### config.mk
export PLATFORM = sky130hd
export DESIGN_NAME = cdb_arbiter
export DESIGN_NICKNAME = d
export VERILOG_FILES = /design/src/rtl/cdb_arbiter.sv
export SDC_FILE = /design/constraint.sdc
export NUM_CORES = 1
export LEC_CHECK = 0
export CAP_MARGIN = 20
export CELL_PAD_IN_SITES_DETAIL_PLACEMENT = 2
export CELL_PAD_IN_SITES_GLOBAL_PLACEMENT = 2
export CORE_MARGIN = 1.5
export CORE_UTILIZATION = 34
export DETAILED_ROUTE_END_ITERATION = 10
export GPL_TIMING_DRIVEN = 0
export HOLD_SLACK_MARGIN = 0.08
export MAX_ROUTING_LAYER = met4
export PLACE_DENSITY_LB_ADDON = 0.1
export SETUP_SLACK_MARGIN = 0.15
export SKIP_LAST_GASP = 1
export SLEW_MARGIN = 20
export SYNTH_ARGS = -nofsm -noshare
export SYNTH_HDL_FRONTEND = slang
export SYNTH_SLANG_ARGS = --single-unit
### constraint.sdc
create_clock -name clk -period 4.9 [get_ports clk]
set_input_delay 0.735 -clock clk [delete_from_list [all_inputs] [get_ports clk]]
set_output_delay 0.735 -clock clk [all_outputs]
set_load 0.01 [all_outputs]
### src/rtl/cdb_arbiter.sv
// cdb_arbiter: round-robin arbiter of ALU/LSB result FIFOs onto the registered common data bus
module cdb_arbiter #(
   parameter int DATA_W   = 32,
   parameter int ROB_ID_W = 4,
   parameter int DEPTH    = 2
) (
   input  logic                clk,
   input  logic                rst,
   input  logic                rdy,
   input  logic                rollback_signal,
   input  logic                alu_valid,
   input  logic [ROB_ID_W-1:0] alu_alias,
   input  logic [DATA_W-1:0]   alu_value,
   input  logic                alu_jump_res,
   input  logic [DATA_W-1:0]   alu_jump_pc,
   output logic                alu_stall,
   input  logic                lsb_valid,
   input  logic [ROB_ID_W-1:0] lsb_alias,
   input  logic [DATA_W-1:0]   lsb_value,
   output logic                lsb_stall,
   output logic                cdb_valid,
   output logic                cdb_src,
   output logic [ROB_ID_W-1:0] cdb_alias,
   output logic [DATA_W-1:0]   cdb_value,
   output logic                cdb_jump_res,
   output logic [DATA_W-1:0]   cdb_jump_pc
);
   localparam int AW = $clog2(DEPTH);
   localparam int CW = AW + 1;
   localparam logic [CW-1:0] FULL = CW'(DEPTH);

   logic [ROB_ID_W-1:0] alu_alias_m [DEPTH];
   logic [DATA_W-1:0]   alu_value_m [DEPTH];
   logic                alu_jr_m    [DEPTH];
   logic [DATA_W-1:0]   alu_pc_m    [DEPTH];
   logic [ROB_ID_W-1:0] lsb_alias_m [DEPTH];
   logic [DATA_W-1:0]   lsb_value_m [DEPTH];
   logic [AW-1:0]       alu_hd, alu_tl, lsb_hd, lsb_tl;
   logic [CW-1:0]       alu_cnt, lsb_cnt;
   logic                last_grant;
   logic                active, alu_ne, lsb_ne, alu_push, lsb_push, gnt_alu, gnt_lsb;

   // Enqueue qualification, stall flags and round-robin grant, all from registered state
   always_comb begin
      active    = rdy & ~rollback_signal;
      alu_stall = alu_cnt == FULL;
      lsb_stall = lsb_cnt == FULL;
      alu_ne    = alu_cnt != '0;
      lsb_ne    = lsb_cnt != '0;
      alu_push  = active & alu_valid & ~alu_stall;
      lsb_push  = active & lsb_valid & ~lsb_stall;
      gnt_alu   = active & alu_ne & (~lsb_ne | last_grant);
      gnt_lsb   = active & lsb_ne & (~alu_ne | ~last_grant);
   end

   // FIFO storage; contents are only meaningful below the count, so no reset is needed
   always_ff @(posedge clk) begin
      if (alu_push) begin
         alu_alias_m[alu_tl] <= alu_alias;
         alu_value_m[alu_tl] <= alu_value;
         alu_jr_m[alu_tl]    <= alu_jump_res;
         alu_pc_m[alu_tl]    <= alu_jump_pc;
      end
      if (lsb_push) begin
         lsb_alias_m[lsb_tl] <= lsb_alias;
         lsb_value_m[lsb_tl] <= lsb_value;
      end
   end

   // FIFO pointers and counts; a rollback empties both queues
   always_ff @(posedge clk) begin
      if (rst) begin
         alu_hd  <= '0;
         alu_tl  <= '0;
         alu_cnt <= '0;
         lsb_hd  <= '0;
         lsb_tl  <= '0;
         lsb_cnt <= '0;
      end else if (rdy && rollback_signal) begin
         alu_hd  <= '0;
         alu_tl  <= '0;
         alu_cnt <= '0;
         lsb_hd  <= '0;
         lsb_tl  <= '0;
         lsb_cnt <= '0;
      end else if (rdy) begin
         alu_tl  <= alu_push ? alu_tl + AW'(1) : alu_tl;
         alu_hd  <= gnt_alu ? alu_hd + AW'(1) : alu_hd;
         alu_cnt <= alu_cnt + CW'(alu_push) - CW'(gnt_alu);
         lsb_tl  <= lsb_push ? lsb_tl + AW'(1) : lsb_tl;
         lsb_hd  <= gnt_lsb ? lsb_hd + AW'(1) : lsb_hd;
         lsb_cnt <= lsb_cnt + CW'(lsb_push) - CW'(gnt_lsb);
      end
   end

   // CDB beat register and last-grant tracking; data fields hold when nothing is granted
   always_ff @(posedge clk) begin
      if (rst) begin
         cdb_valid    <= 1'b0;
         cdb_src      <= 1'b0;
         cdb_alias    <= '0;
         cdb_value    <= '0;
         cdb_jump_res <= 1'b0;
         cdb_jump_pc  <= '0;
         last_grant   <= 1'b1;
      end else if (rdy) begin
         cdb_valid <= gnt_alu | gnt_lsb;
         if (rollback_signal) begin
            last_grant <= 1'b1;
         end else if (gnt_alu) begin
            cdb_src      <= 1'b0;
            cdb_alias    <= alu_alias_m[alu_hd];
            cdb_value    <= alu_value_m[alu_hd];
            cdb_jump_res <= alu_jr_m[alu_hd];
            cdb_jump_pc  <= alu_pc_m[alu_hd];
            last_grant   <= 1'b0;
         end else if (gnt_lsb) begin
            cdb_src      <= 1'b1;
            cdb_alias    <= lsb_alias_m[lsb_hd];
            cdb_value    <= lsb_value_m[lsb_hd];
            cdb_jump_res <= 1'b0;
            cdb_jump_pc  <= '0;
            last_grant   <= 1'b1;
         end
      end
   end
endmodule

==> out/metrics.yaml <==
gp_congestion: 0.762
die_area_mm2: 0.0334
coreArea_mm2: 0.0317
start_util_pct: 34.7
power_w: 0.00553
postSynth.asyncResetShare_pct: 0
synth_cell_types: 37
cts_made_buffers: 34
ys_seq_area_share_pct: 72.3
crit_chain: "clkdlybuf4s50_1, nor2b_1, buf_4, nor3b_2, nor2b_4, buf_16, buf_16"
num-nets-final: 1062
slew_headroom_pct: 48.5
clockBufferDepth: 3
placed_cells: 1315
rows: 65
ir_drop_mv: 0.276
yosys.area.top_type_share_pct: 57.4
cpPeakStageDelay_ps: 710
wl_per_cell_um: 21.6
grt_overflow_total: 0
p_sw_w: 0.00109
synth_nets: 837
synth_area_leaders: "edfxtp_1 57%, dfxtp_1 15%, mux2_2 7.1%"
synth_commonest_cells: "210 x edfxtp_1, 82 x dfxtp_1, 69 x mux2_2"
hold_viol: 0
hold_class: "flip-flop to flip-flop"
cts_hold_buf: 0
status: "finished, final reports clean"
die_x_um: 183
ant_nets: 0
fin_crit_ps: 2830
power_density_mw_per_mm2: 377
clockRootBuffer: "clkbuf_16"
finClkSkew_ps: 11.4
antenna_found_initial: 2
syn_area_mm2: 0.0110
path_clk_slew_ps: 60
postSynthCellCount: 724
critPathKind: "input port to flip-flop"
cts.htree.levels: 2
cts_setup_buffers: 0
drt_pre_antenna_iters: 4
synth_warnings: 0
grt_start_max_net_pins: 42
synth_top_area_cell: "edfxtp_1"
die_h_um: 183
routed_wl_um: 29800
via_count: 6928
p_clk_share_pct: 46.4
cts_tree: "done"
postSynthAreaPerCell_um2: 15.2
cp-start-kind: "input port"
intPower_w: 0.00443
worst_ep_arrival_time_ps: 3040
io_buffers: 183
grt_usage_pct: 18.7
path_max_fanout: 20
final-setup-viol-count: 0
cpMostUsedCell: "buf_16"
ys_ff_latch: 292
leakage_nw: 4.75
ios: 184
drt_iter0_markers: 259
cts.repair.resized: 0
rsz0062_at_grt: "no"
slew_viol_final: 0
grt_pass1_vias: 8048
grt_pass1_wl_um: 45700
slowest_stage: "nor2b_4"
seq_power_share_pct: 48.9
synth_ff_type: "edfxtp_1"
fillCellCount: 3025
maxCapViolations: 0
viasPerCell: 5.03
end_kind: "flip-flop"
synth_most_common_cell: "edfxtp_1"
post-dp-hpwl_um: 20800
worst_pin_slew_ps: 772
fin_cells: 1378
period_share_pct: 57.8
combPwrFrac_pct: 4.7
drive_gt1_share_pct: 17.4
required_ps: 5100
sw_frac_of_total_pct: 19.8
fmax_mhz: 353
syn_to_final_growth_pct: 33.2
clk_latency_ps: 500
drc: 0
synth_edf_count: 210
cts_sinks: 292
-- power groups by stage --
stage / sequential (W) / combinational, W / clock [W]
3_5_place_dp: 0.00276 / 0.000263 / 0
4_1_cts: 0.00270 / 0.000264 / 0.00264
2_1_floorplan: 0.00276 / 0.0000878 / 0
5_1_grt: 0.00271 / 0.000279 / 0.00274
3_3_place_gp: 0.00276 / 0.000241 / 0
6_report: 0.00270 / 0.000258 / 0.00256
-- final timing paths --
kind	startpoint	endpoint	slack, ps	cells after the start
worst min-delay path	cdb_value[3]$_SDFFE_PP0P_	cdb_value[3]$_SDFFE_PP0P_	460	2
worst min register to register	cdb_value[3]$_SDFFE_PP0P_	cdb_value[3]$_SDFFE_PP0P_	460	2
worst max register to register	alu_cnt[0]$_SDFFE_PP0P_	alu_value_m[0][0]$_DFFE_PP_	2600	5
worst max-delay path	rollback_signal	alu_value_m[0][0]$_DFFE_PP_	2070	7
-- cell usage in the layout (no fill, tap or decap), types with 3 or more instances in the layout --
cell / count
buf_6: 7
clkbuf_16: 37
edfxtp_1: 210
clkinv_1: 3
nor2_1: 43
buf_2: 28
inv_1: 3
o211ai_1: 37
bufinv_16: 3
clkdlybuf4s50_1: 183
buf_4: 4
xnor2_1: 4
dfxtp_1: 82
nand2_1: 40
a22oi_1: 33
nand4_1: 36
mux2_2: 69
a21oi_1: 40
mux2i_1: 40
clkbuf_8: 5
buf_12: 4
clkbuf_1: 27
nor2b_1: 3
-- registers in the layout (all words and copies together) (netlist names), named ones only --
signal,flops
lsb_value_m,64
cdb_src,1
alu_tl,1
alu_pc_m,64
alu_value_m,64
alu_alias_m,8
cdb_jump_pc,32
alu_hd,1
alu_cnt,2
lsb_cnt,2
cdb_jump_res,1
lsb_alias_m,8
alu_jr_m,2
cdb_valid,1
last_grant,1
cdb_value,32
lsb_tl,1
lsb_hd,1
cdb_alias,4
-- area by class of cell --
| type | instances | area (µm²) | share of cell area (%) |
|---|---|---|---|
| diodes | 2 | 5.00 | 0.0342 |
| plain buffers | 56 | 313 | 2.14 |
| clock buffers | 53 | 1040 | 7.08 |
| clock inverters | 8 | 111 | 0.761 |
| inverters | 3 | 11.3 | 0.0769 |
| multi-input cells | 373 | 2750 | 18.8 |
| flip-flops and latches | 292 | 7950 | 54.3 |
| well taps | 402 | 503 | 3.44 |
| repair buffers | 189 | 1970 | 13.4 |
-- worst max-delay path: cells and delay by family --
family	cells	cell delay [ps]
buffers and inverters	4	1060
and+or+nand+nor	3	1210
-- cells by family (layout without fill, tap and decap cells) --
group                    Yosys count  after routing  synth area share, %
adder cells (fa/ha/maj)            2              2                0.228
AND/OR/NAND/NOR                  136            136                 5.90
buffers and inverters             59            309                 2.95
other                              0              2                    0
flip-flops                       292            292                 72.3
XOR/XNOR                           5              5                0.398
multiplexers                     109            109                 10.7
AO/OA/AOI/OAI                    121            121                 7.51
-- per-stage QoR --
step	TNS, ps	worst slack, ps	hold slack (ps)	utilization, %	area (µm²)
after global placement	-73000	-513	447	42.0	13300
after global routing	0	1900	490	46.2	14600
after detailed placement	0	1480	454	42.5	13500
final	0	2070	462	46.2	14600
after floorplan	0	1330	460	-	11000
after CTS	0	2010	463	46.1	14600
-- layer usage --
metal	wire length [µm]	vias to the layer above	track usage, %
li1	-	3219	-
met1	12100	3504	20.9
met2	15400	160	33.3
met3	1670	45	4.51
met4	605	0	5.02
met5	0	-	-
Note: power is estimated with default switching activity, not from simulation.
